File: config.mk
export PLATFORM = sky130hd
export DESIGN_NAME = i2s_sample_transmitter
export DESIGN_NICKNAME = d
export VERILOG_FILES = /design/src/rtl/audio_pkg.sv /design/src/rtl/sample_fifo2.sv /design/src/rtl/i2s_sample_transmitter.sv
export SDC_FILE = /design/constraint.sdc
export NUM_CORES = 1
export LEC_CHECK = 0
export CELL_PAD_IN_SITES_DETAIL_PLACEMENT = 0
export CELL_PAD_IN_SITES_GLOBAL_PLACEMENT = 1
export CORE_UTILIZATION = 43
export DETAILED_ROUTE_END_ITERATION = 6
export MAX_ROUTING_LAYER = met4
export PLACE_DENSITY = 0.77
export SYNTH_ARGS = -nofsm -noshare
export SYNTH_HDL_FRONTEND = slang
export SYNTH_HIERARCHICAL = 1
export SYNTH_SLANG_ARGS = --single-unit
File: constraint.sdc
create_clock -name clk -period 2.7 [get_ports clk]
set_input_delay 0.54 -clock clk [delete_from_list [all_inputs] [get_ports clk]]
set_output_delay 0.54 -clock clk [all_outputs]
set_load 0.02 [all_outputs]
File: src/rtl/audio_pkg.sv
// ---------------------------------------------------------------------------------------------
// audio_pkg
//   Shared types and constants for the synthesizer audio output path.
//   - sample_t            : signed two's complement mono sample
//   - AUDIO_SAMPLE_WIDTH  : bits per sample
//   - I2S_SLOT_WIDTH      : bit clocks per I2S channel slot
//   - I2S_CLK_DIV         : default system clocks per BCLK half-period
//                           (24.576 MHz / (2*4*64) = 48 kHz)
//   - i2s_frame_bits()    : bit clocks in one stereo frame (left + right slot)
// ---------------------------------------------------------------------------------------------
package audio_pkg;

  localparam int unsigned AUDIO_SAMPLE_WIDTH = 16;
  localparam int unsigned I2S_SLOT_WIDTH     = 32;
  localparam int unsigned I2S_CLK_DIV        = 4;

  typedef logic signed [AUDIO_SAMPLE_WIDTH-1:0] sample_t;

  function automatic int unsigned i2s_frame_bits(input int unsigned slot_width);
    return 2 * slot_width;
  endfunction

endpackage

File: src/rtl/sample_fifo2.sv
// ---------------------------------------------------------------------------------------------
// sample_fifo2
//   Two-entry synchronous FIFO holding samples between the synthesizer mix and the I2S
//   serialiser. Order is preserved. A push while full or a pop while empty is ignored.
//   A push and a pop in the same cycle at one entry leaves one entry: the new one.
//
// Ports
//   clk       in   system clock, posedge
//   reset_n   in   asynchronous active-low reset; contents discarded
//   i_push    in   write i_data this cycle (ignored when full)
//   i_data    in   sample to write
//   i_pop     in   drop the oldest entry this cycle (ignored when empty)
//   o_data    out  oldest entry (valid when not empty)
//   o_count   out  number of stored entries, 0..2
//   o_full    out  two entries stored
//   o_empty   out  no entries stored
// ---------------------------------------------------------------------------------------------
module sample_fifo2 #(
  parameter int unsigned WIDTH = 16
) (
  input  logic             clk,
  input  logic             reset_n,
  input  logic             i_push,
  input  logic [WIDTH-1:0] i_data,
  input  logic             i_pop,
  output logic [WIDTH-1:0] o_data,
  output logic [1:0]       o_count,
  output logic             o_full,
  output logic             o_empty
);

  logic [WIDTH-1:0] r_mem0;
  logic [WIDTH-1:0] r_mem1;
  logic             r_wr_ptr;
  logic             r_rd_ptr;
  logic [1:0]       r_count;

  logic             w_push;
  logic             w_pop;

  assign o_full  = (r_count == 2'd2);
  assign o_empty = (r_count == 2'd0);
  assign o_count = r_count;
  assign o_data  = r_rd_ptr ? r_mem1 : r_mem0;

  assign w_push  = i_push & ~o_full;
  assign w_pop   = i_pop & ~o_empty;

  always_ff @(posedge clk or negedge reset_n) begin
    if (!reset_n) begin
      r_mem0   <= '0;
      r_mem1   <= '0;
      r_wr_ptr <= 1'b0;
      r_rd_ptr <= 1'b0;
      r_count  <= 2'd0;
    end else begin
      if (w_push) begin
        if (r_wr_ptr) begin
          r_mem1 <= i_data;
        end else begin
          r_mem0 <= i_data;
        end
        r_wr_ptr <= ~r_wr_ptr;
      end
      if (w_pop) begin
        r_rd_ptr <= ~r_rd_ptr;
      end
      unique case ({w_push, w_pop})
        2'b10:   r_count <= r_count + 2'd1;
        2'b01:   r_count <= r_count - 2'd1;
        default: r_count <= r_count;
      endcase
    end
  end

endmodule

File: src/rtl/i2s_sample_transmitter.sv
// ---------------------------------------------------------------------------------------------
// i2s_sample_transmitter
//   Consumer end of the synthesizer's mixed-sample output. Mono samples arrive over a
//   valid/ready handshake into a two-entry buffer; each frame the oldest one is taken and
//   serialised as a standard I2S frame with the same sample on left and right.
//   BCLK and LRCK are derived from the system clock. When the buffer is empty at frame start
//   the previous sample is repeated and an underrun pulse is raised.
//
// Parameters
//   CLK_DIV       system clocks per BCLK half-period (>= 2)
//   SAMPLE_WIDTH  bits per two's complement sample
//   SLOT_WIDTH    BCLKs per channel slot (>= SAMPLE_WIDTH+1)
//
// Ports
//   clk           in   system clock, posedge
//   reset_n       in   asynchronous active-low reset
//   sample_in     in   sample from the synthesizer mix
//   sample_valid  in   sample_in valid this cycle
//   sample_ready  out  buffer has space; a push happens on valid && ready
//   i2s_bclk      out  bit clock
//   i2s_lrck      out  word select, 0 = left slot, 1 = right slot
//   i2s_sdata     out  serial data, MSB first, one BCLK after the LRCK edge
//   frame_start   out  one-clk pulse when a frame's sample is latched
//   underrun      out  one-clk pulse with frame_start when the buffer was empty
// ---------------------------------------------------------------------------------------------
module i2s_sample_transmitter
  import audio_pkg::*;
#(
  parameter int unsigned CLK_DIV      = I2S_CLK_DIV,
  parameter int unsigned SAMPLE_WIDTH = AUDIO_SAMPLE_WIDTH,
  parameter int unsigned SLOT_WIDTH   = I2S_SLOT_WIDTH
) (
  input  logic                    clk,
  input  logic                    reset_n,
  input  logic [SAMPLE_WIDTH-1:0] sample_in,
  input  logic                    sample_valid,
  output logic                    sample_ready,
  output logic                    i2s_bclk,
  output logic                    i2s_lrck,
  output logic                    i2s_sdata,
  output logic                    frame_start,
  output logic                    underrun
);

  localparam int unsigned FRAME_BITS = i2s_frame_bits(SLOT_WIDTH);
  localparam int unsigned DIV_W      = (CLK_DIV > 1) ? $clog2(CLK_DIV) : 1;
  localparam int unsigned BIT_W      = $clog2(FRAME_BITS);

  localparam logic [DIV_W-1:0] DIV_LAST = DIV_W'(CLK_DIV - 1);
  localparam logic [BIT_W-1:0] BIT_LAST = BIT_W'(FRAME_BITS - 1);
  localparam logic [BIT_W-1:0] SLOT_LEN = BIT_W'(SLOT_WIDTH);

  // Clock generation and bit position
  logic [DIV_W-1:0]        r_div;
  logic                    r_bclk;
  logic [BIT_W-1:0]        r_b;

  // Output registers and the sample being played
  logic                    r_lrck;
  logic                    r_sdata;
  logic                    r_frame_start;
  logic                    r_underrun;
  logic [SAMPLE_WIDTH-1:0] r_held;

  logic                    w_div_last;
  logic                    w_fall;
  logic                    w_frame;
  logic [BIT_W-1:0]        w_b_next;
  logic [BIT_W-1:0]        w_p;
  logic                    w_right;
  logic                    w_sdata_next;
  logic [SAMPLE_WIDTH-1:0] w_held_next;

  logic                    w_push;
  logic                    w_pop;
  logic [SAMPLE_WIDTH-1:0] w_fifo_data;
  logic [1:0]              w_fifo_count;
  logic                    w_fifo_full;
  logic                    w_fifo_empty;

  // Ready comes straight from the FIFO occupancy register, so it is valid during reset and
  // never depends on this cycle's pop.
  assign sample_ready = ~w_fifo_full;
  assign w_push       = sample_valid & sample_ready;

  assign w_div_last   = (r_div == DIV_LAST);
  assign w_fall       = w_div_last & r_bclk;
  assign w_frame      = w_fall & (r_b == BIT_LAST);
  assign w_pop        = w_frame & ~w_fifo_empty;

  // The popped sample already drives the frame it opens.
  assign w_held_next  = w_pop ? w_fifo_data : r_held;

  always_comb begin
    w_b_next     = (r_b == BIT_LAST) ? '0 : r_b + 1'b1;
    w_right      = (w_b_next >= SLOT_LEN);
    w_p          = w_right ? (w_b_next - SLOT_LEN) : w_b_next;
    // Position 0 of each slot is the I2S one-BCLK delay; positions past the sample are pad.
    w_sdata_next = 1'b0;
    for (int i = 0; i < int'(SAMPLE_WIDTH); i++) begin
      if (w_p == BIT_W'(int'(SAMPLE_WIDTH) - i)) begin
        w_sdata_next = w_held_next[i];
      end
    end
  end

  sample_fifo2 #(
    .WIDTH (SAMPLE_WIDTH)
  ) u_fifo (
    .clk     (clk),
    .reset_n (reset_n),
    .i_push  (w_push),
    .i_data  (sample_in),
    .i_pop   (w_pop),
    .o_data  (w_fifo_data),
    .o_count (w_fifo_count),
    .o_full  (w_fifo_full),
    .o_empty (w_fifo_empty)
  );

  always_ff @(posedge clk or negedge reset_n) begin
    if (!reset_n) begin
      r_div         <= '0;
      r_bclk        <= 1'b0;
      r_b           <= BIT_LAST;
      r_lrck        <= 1'b0;
      r_sdata       <= 1'b0;
      r_frame_start <= 1'b0;
      r_underrun    <= 1'b0;
      r_held        <= '0;
    end else begin
      r_div <= w_div_last ? '0 : r_div + 1'b1;
      if (w_div_last) begin
        r_bclk <= ~r_bclk;
      end

      r_frame_start <= w_frame;
      r_underrun    <= w_frame & (w_fifo_count == 2'd0);

      if (w_fall) begin
        r_b     <= w_b_next;
        r_lrck  <= w_right;
        r_sdata <= w_sdata_next;
      end
      if (w_pop) begin
        r_held <= w_fifo_data;
      end
    end
  end

  assign i2s_bclk    = r_bclk;
  assign i2s_lrck    = r_lrck;
  assign i2s_sdata   = r_sdata;
  assign frame_start = r_frame_start;
  assign underrun    = r_underrun;

endmodule

# After elaboration in Yosys (flattened, before gate mapping)
# Index checks and enable logic that the tools add are counted.
[op_classes]
addsub = 5
multipliers = 0
n_div = 0
order_cmp = 1
eq_ne = 21
shifts = 0
mux = 22
bitwise_logic = 12
reduce_logical = 4
[op_table]
columns = ["operator", "n"]
rows = [
  ["$eq 6x4->1 const B", 8],
  ["$mux 16", 2],
  ["$eq 6x3->1 const B", 4],
  ["$mux 1", 16],
  ["$eq 6x2->1 const B", 2],
  ["$mux 6", 2],
  ["$and 1x1->1", 7],
  ["$add 6x1->6 const B", 1],
  ["$eq 2x2->1 const B", 3],
  ["$eq 6x1->1 const B", 1],
  ["$eq 6x5->1 const B", 1],
  ["$eq 6x6->1 const B", 1],
  ["$ge 6x6->1 const B", 1],
  ["$sub 6x6->6 const B", 1],
  ["$not 1->1", 5],
  ["$add 2x1->2 const B", 2],
  ["$pmux 2 s2", 1],
  ["$reduce_and 2->1", 2],
  ["$eq 2x1->1 const B", 1],
  ["$logic_not 2->1", 1],
  ["$mux 2", 1],
  ["$reduce_bool 2->1", 1],
  ["$sub 2x1->2 const B", 1],
]
[word_totals]
ff_bits = 65
latch_bits = 0
mem_bits_rw = 0
mem_bits_ro = 0
input_bits = 19
word_cells = 78
memories = 0

# Longest topological paths before layout
[logic_depth]
ltp_word = 21
depth_mapped = 9
mapped_depth_nobuf = 8

# Modules after synthesis
# The synthesis kept the hierarchy.
[modules_own_cells]
columns = ["mod", "n_inst", "cells_each", "area_per_inst_um2", "seq_area_each_um2"]
rows = [
  ["sample_fifo2", 1, 103, 1599.0, 900.9],
  ["i2s_sample_transmitter", 1, 152, 1587.8, 733.2],
]

# Least setup slack after synthesis
# OpenSTA, ideal clock, no wires.
[synth_timing]
kind = "reg-to-reg"
start = "register r_b[0]"
end = "register r_sdata (netlist: i2s_sdata)"
arrival_time_ps = 2487
t_required_ps = 2576
path_slack_ps = 88
path_stages_with_launch = 9
n_path_buf = 0
synth_period_minus_slack_ps = 2612
path_cell_list = "dfstp_2 ha_1 nand3_4 nor3_4 mux2_2 o2111a_1 or4_1 o22ai_1 nor2_1"
[synth_via]
word_cells_on_any_way = 41
cone_classes = "2 x add/sub; 1 x order compare; 17 x eq/ne; 19 x mux; 2 x bitwise"
[synth_rtl]
columns = ["item", "line_no", "source"]
rows = [
  ["start: declaration", "i2s_sample_transmitter.sv:56", "logic [BIT_W-1:0] r_b;"],
  ["start signal: assignment", "i2s_sample_transmitter.sv:141", "r_b <= w_b_next;"],
  ["$eq 6x6->1", "i2s_sample_transmitter.sv:88", "assign w_frame = w_fall & (r_b == BIT_LAST);"],
  ["$and 1x1->1", "i2s_sample_transmitter.sv:88", ""],
  ["$and 1x1->1", "i2s_sample_transmitter.sv:89", "assign w_pop = w_frame & ~w_fifo_empty;"],
  ["$mux 16", "--", ""],
  ["net w_held_next[14]", "i2s_sample_transmitter.sv:72", "logic [SAMPLE_WIDTH-1:0] w_held_next;"],
  ["$mux 1 (2 in a row)", "i2s_sample_transmitter.sv:101", "if (w_p == BIT_W'(int'(SAMPLE_WIDTH) - i)) begin"],
  ["end signal: assignment", "i2s_sample_transmitter.sv:143", "r_sdata <= w_sdata_next;"],
  ["end: declaration", "i2s_sample_transmitter.sv:60", "logic r_sdata;"],
]
# The timed path passes the listed nets, and every way through them passes these cells.
# A chain may end at the register's enable or synchronous reset.

# Worst setup path in the final report
# Same ends and word-level chain as after synthesis.

==> results.md <==
- Critical Path RT: 2920 ps
- Register area share after synthesis: 0.513
- Yosys Warn Count: 6
- Global-route wire length before repair: 9920 um
- Initial DRC Count: 74
- XOR/XNOR share of the synthesized area: 0.0330
- Pleak: 0.00169 uW
- Crit path launch: r_b[0]
- Synthesized area: between 3000 and 4000 um^2
- DRC violations left: 0
- Clock Tree Buf Depth: 2
- Synth top area cells: dfrtp_1, mux2_2, dfstp_2
- Kind of critical path: flop to flop
- Largest family of logic cells by synthesized area: multiplexers
- Clock transition at path regs: ~80 ps
- Final setup fails: 0
- Post-synth EDFFs: 0
- CTS HTree Levels: 3
- Largest net degree at the start of global routing: 42
- Post-Synth Adder-Cell Area: 0.0275
- RSZ-0062 raised after global routing: no
- Final GP Congestion: 0.938
- DP Area: 3600 um^2
- FF-to-FF Start: r_b[0]
- Reg2reg end: i2s_sdata
- Simple-Gate Fraction of Synth Area: 0.104
- Crit-path cells: ha_1, nand3_4, nor3_4, buf_12, mux2_2, o2111a_1, or4_1, o22ai_1, nor2_1
- Final period utilization: 0.952
- GR Util All Layers: 0.178
- Post-synth top area share: 0.463
- Fin area: 3840 um^2
- CTS Sinks: 65
- Critical path startpoint category: flop
- Worst Setup End Kind: flop
- Drt total wl: just under 6000 um
- Core area: 7210 um^2
- Crit path to: i2s_sdata
- Die span in y: 88.1 um
- Antenna violations before repair: 0
- Initial Utilization: 0.442
- Synth unique cells: 53
- Die X: slightly below 90 um
- Worst Max-Slew Pin Slew: about 600 ps
- Synth Net Count: 281
- CTS Buf Count: 9
- Commonest cells after routing, fill and taps aside: dfrtp_1, mux2_2, clkdlybuf4s50_1, nand2_1
- Syn Area/Cell: 12.5 um^2
- Hpwl dp: 4350 um
- Crit path DAT: 2790 ps
- Most common cell after layout, fill and taps aside: dfrtp_1
- Post-route ant nets: 0
- Status: finished clean
- Critical path's slowest cell: dfstp_2
- Synth Instances: 255
- FMAX: roughly 0.4 GHz
- Setup TNS: 0 ps
- Primary FF master, synth: dfrtp_1
- Vias after detailed routing: 2007
- Layout cells sized above 1: 0.359
- Share of flip-flops with an asynchronous set or reset: 1.00
- Die area: approximately 7800 um^2
- Vias in the first global route: 2020
- Reg2Reg Setup Slack: 130 ps
- Port Buffers: 24
- Inst Count DP: 383
- Final hold vios: 0
- CTS tree: built
- P per Cell Area: 770 nW/um^2
- IO Count: 25
- R2R depth: 9
- Max Cap Viol: 0
- Clock root cell: clkbuf_8
- Worst-Skew Late Latency: between 300 and 400 ps
- Final Worst Setup Slack: around 130 ps
- Max Slew Vio Count: 0
- Hold Crit Class: primary input to asynchronous set/reset pin
- Slowest Stage Delay on Critical Path: 530 ps
- Synth Register Bits: 65
- Final Non-Filler Cells: 400
- Row count: 31
- Place WS: 148 ps
- Routing usage on met2: 0.255
- Cell taking the most area after synthesis: dfrtp_1
- Final worst path period need: 2570 ps
- Crit-path max FO: 5
- Worst hold slack: around 190 ps
- Compound-gate portion of the synthesized area: 0.0734
- Busiest grt layer: met2
- Worst IR drop on VDD: 0.000277 V
- Via density: ~5
- ANT cells: 0
- Nets: 322
- Slew margin rel.: 0.608
- Area grow syn2layout: 20.4%
- First-pass detailed-route iteration total: 4
- Met3 Resource Use GR: 0.0424
- Worst Skew: 11.2 ps
- WL/cell: roughly 15 um
- Met1 Use GR: 0.243
- Post-synthesis mux area share: 0.216
- GRT Residual Overflow: 0
==> cell usage after synthesis (all sizes together), types with 2 or more instances <==
cell type,number
a211oi,3
a21oi,3
a221oi,3
and3,3
buf,7
clkbuf,2
dfrtp,59
dfstp,6
ha,7
inv,11
mux2,60
nand2,21
nand3,4
nand4,4
nor2,10
nor2b,3
nor4,2
o21ai,8
o22ai,2
o31ai,3
or2,2
xnor2,7
xor2,5
==> how the worst min path moves through the flow <==
stage	from	endpoint	slack (ps)	cells after the start
after floorplan	reset_n	frame_start	240	0
after global placement	r_div[0]	r_div[0]	410	1
after detailed placement	r_div[0]	r_div[0]	420	1
after CTS	reset_n	u_fifo/r_mem1[1]	200	1
after global routing	reset_n	u_fifo/r_mem1[1]	230	1
final	reset_n	u_fifo/r_mem1[1]	190	1
==> stage by stage <==
stage / utilization / power (uW)
after floorplan: - / 1980
after global placement: 0.499 / 2130
after detailed placement: 0.499 / 2160
after CTS: 0.527 / 3000
after global routing: 0.532 / 3120
final: 0.532 / 2960
==> critical path, delay by kind of cell, from the launching register on <==
kind / cells / cell delay (ps)
and+or+nand+nor: 4 / 880
DFF: 1 / 530
muxes: 1 / 360
AOI/OAI and AO/OA: 2 / 350
adders and majority gates: 1 / 200
buffers and inverters: 1 / 140
==> power by group <==
part | internal (uW) | switching [uW] | total [uW] | leakage (uW)
clock | 434 | 399 | 832 | 0.000100
combinational | 461 | 266 | 727 | 0.000783
sequential | 1250 | 148 | 1400 | 0.000806
==> cell type report <==
class                   count  area (um^2)
multi-input cells         170         1450
clock inverters             7         77.6
fillers                   656         3380
inverters                  11         41.3
flip-flops and latches     65         1630
clock buffers               9          124
well taps                  99          124
repair buffers             39          384
==> flip-flops by register name, indices dropped and copies added (netlist names), 2 cells and up <==
name	cells
r_b	6
r_div	2
r_held	16
u_fifo/o_count	2
u_fifo/r_mem0	16
u_fifo/r_mem1	16
==> cells by family after synthesis <==
group,Yosys count
AND/OR/NAND/NOR,57
XOR/XNOR,12
multiplexers,61
buffers and inverters,20
adder cells (fa/ha/maj),7
AO/OA/AOI/OAI,33
flip-flops,65
==> repair_timing <==
item | CTS | global route
endpoints found under the setup margin | 0 | 1
gates resized for setup | 0 | 4
hold buffers | 0 | 0
buffers inserted | 0 | 1
==> routing by layer <==
layer | vias to the layer above | wire length, um
met4 | 0 | 65
met2 | 27 | 2760
met3 | 6 | 151
met1 | 982 | 2970
li1 | 992 | -
met5 | - | 0
No activity file was read; power rests on OpenSTA's default activity.
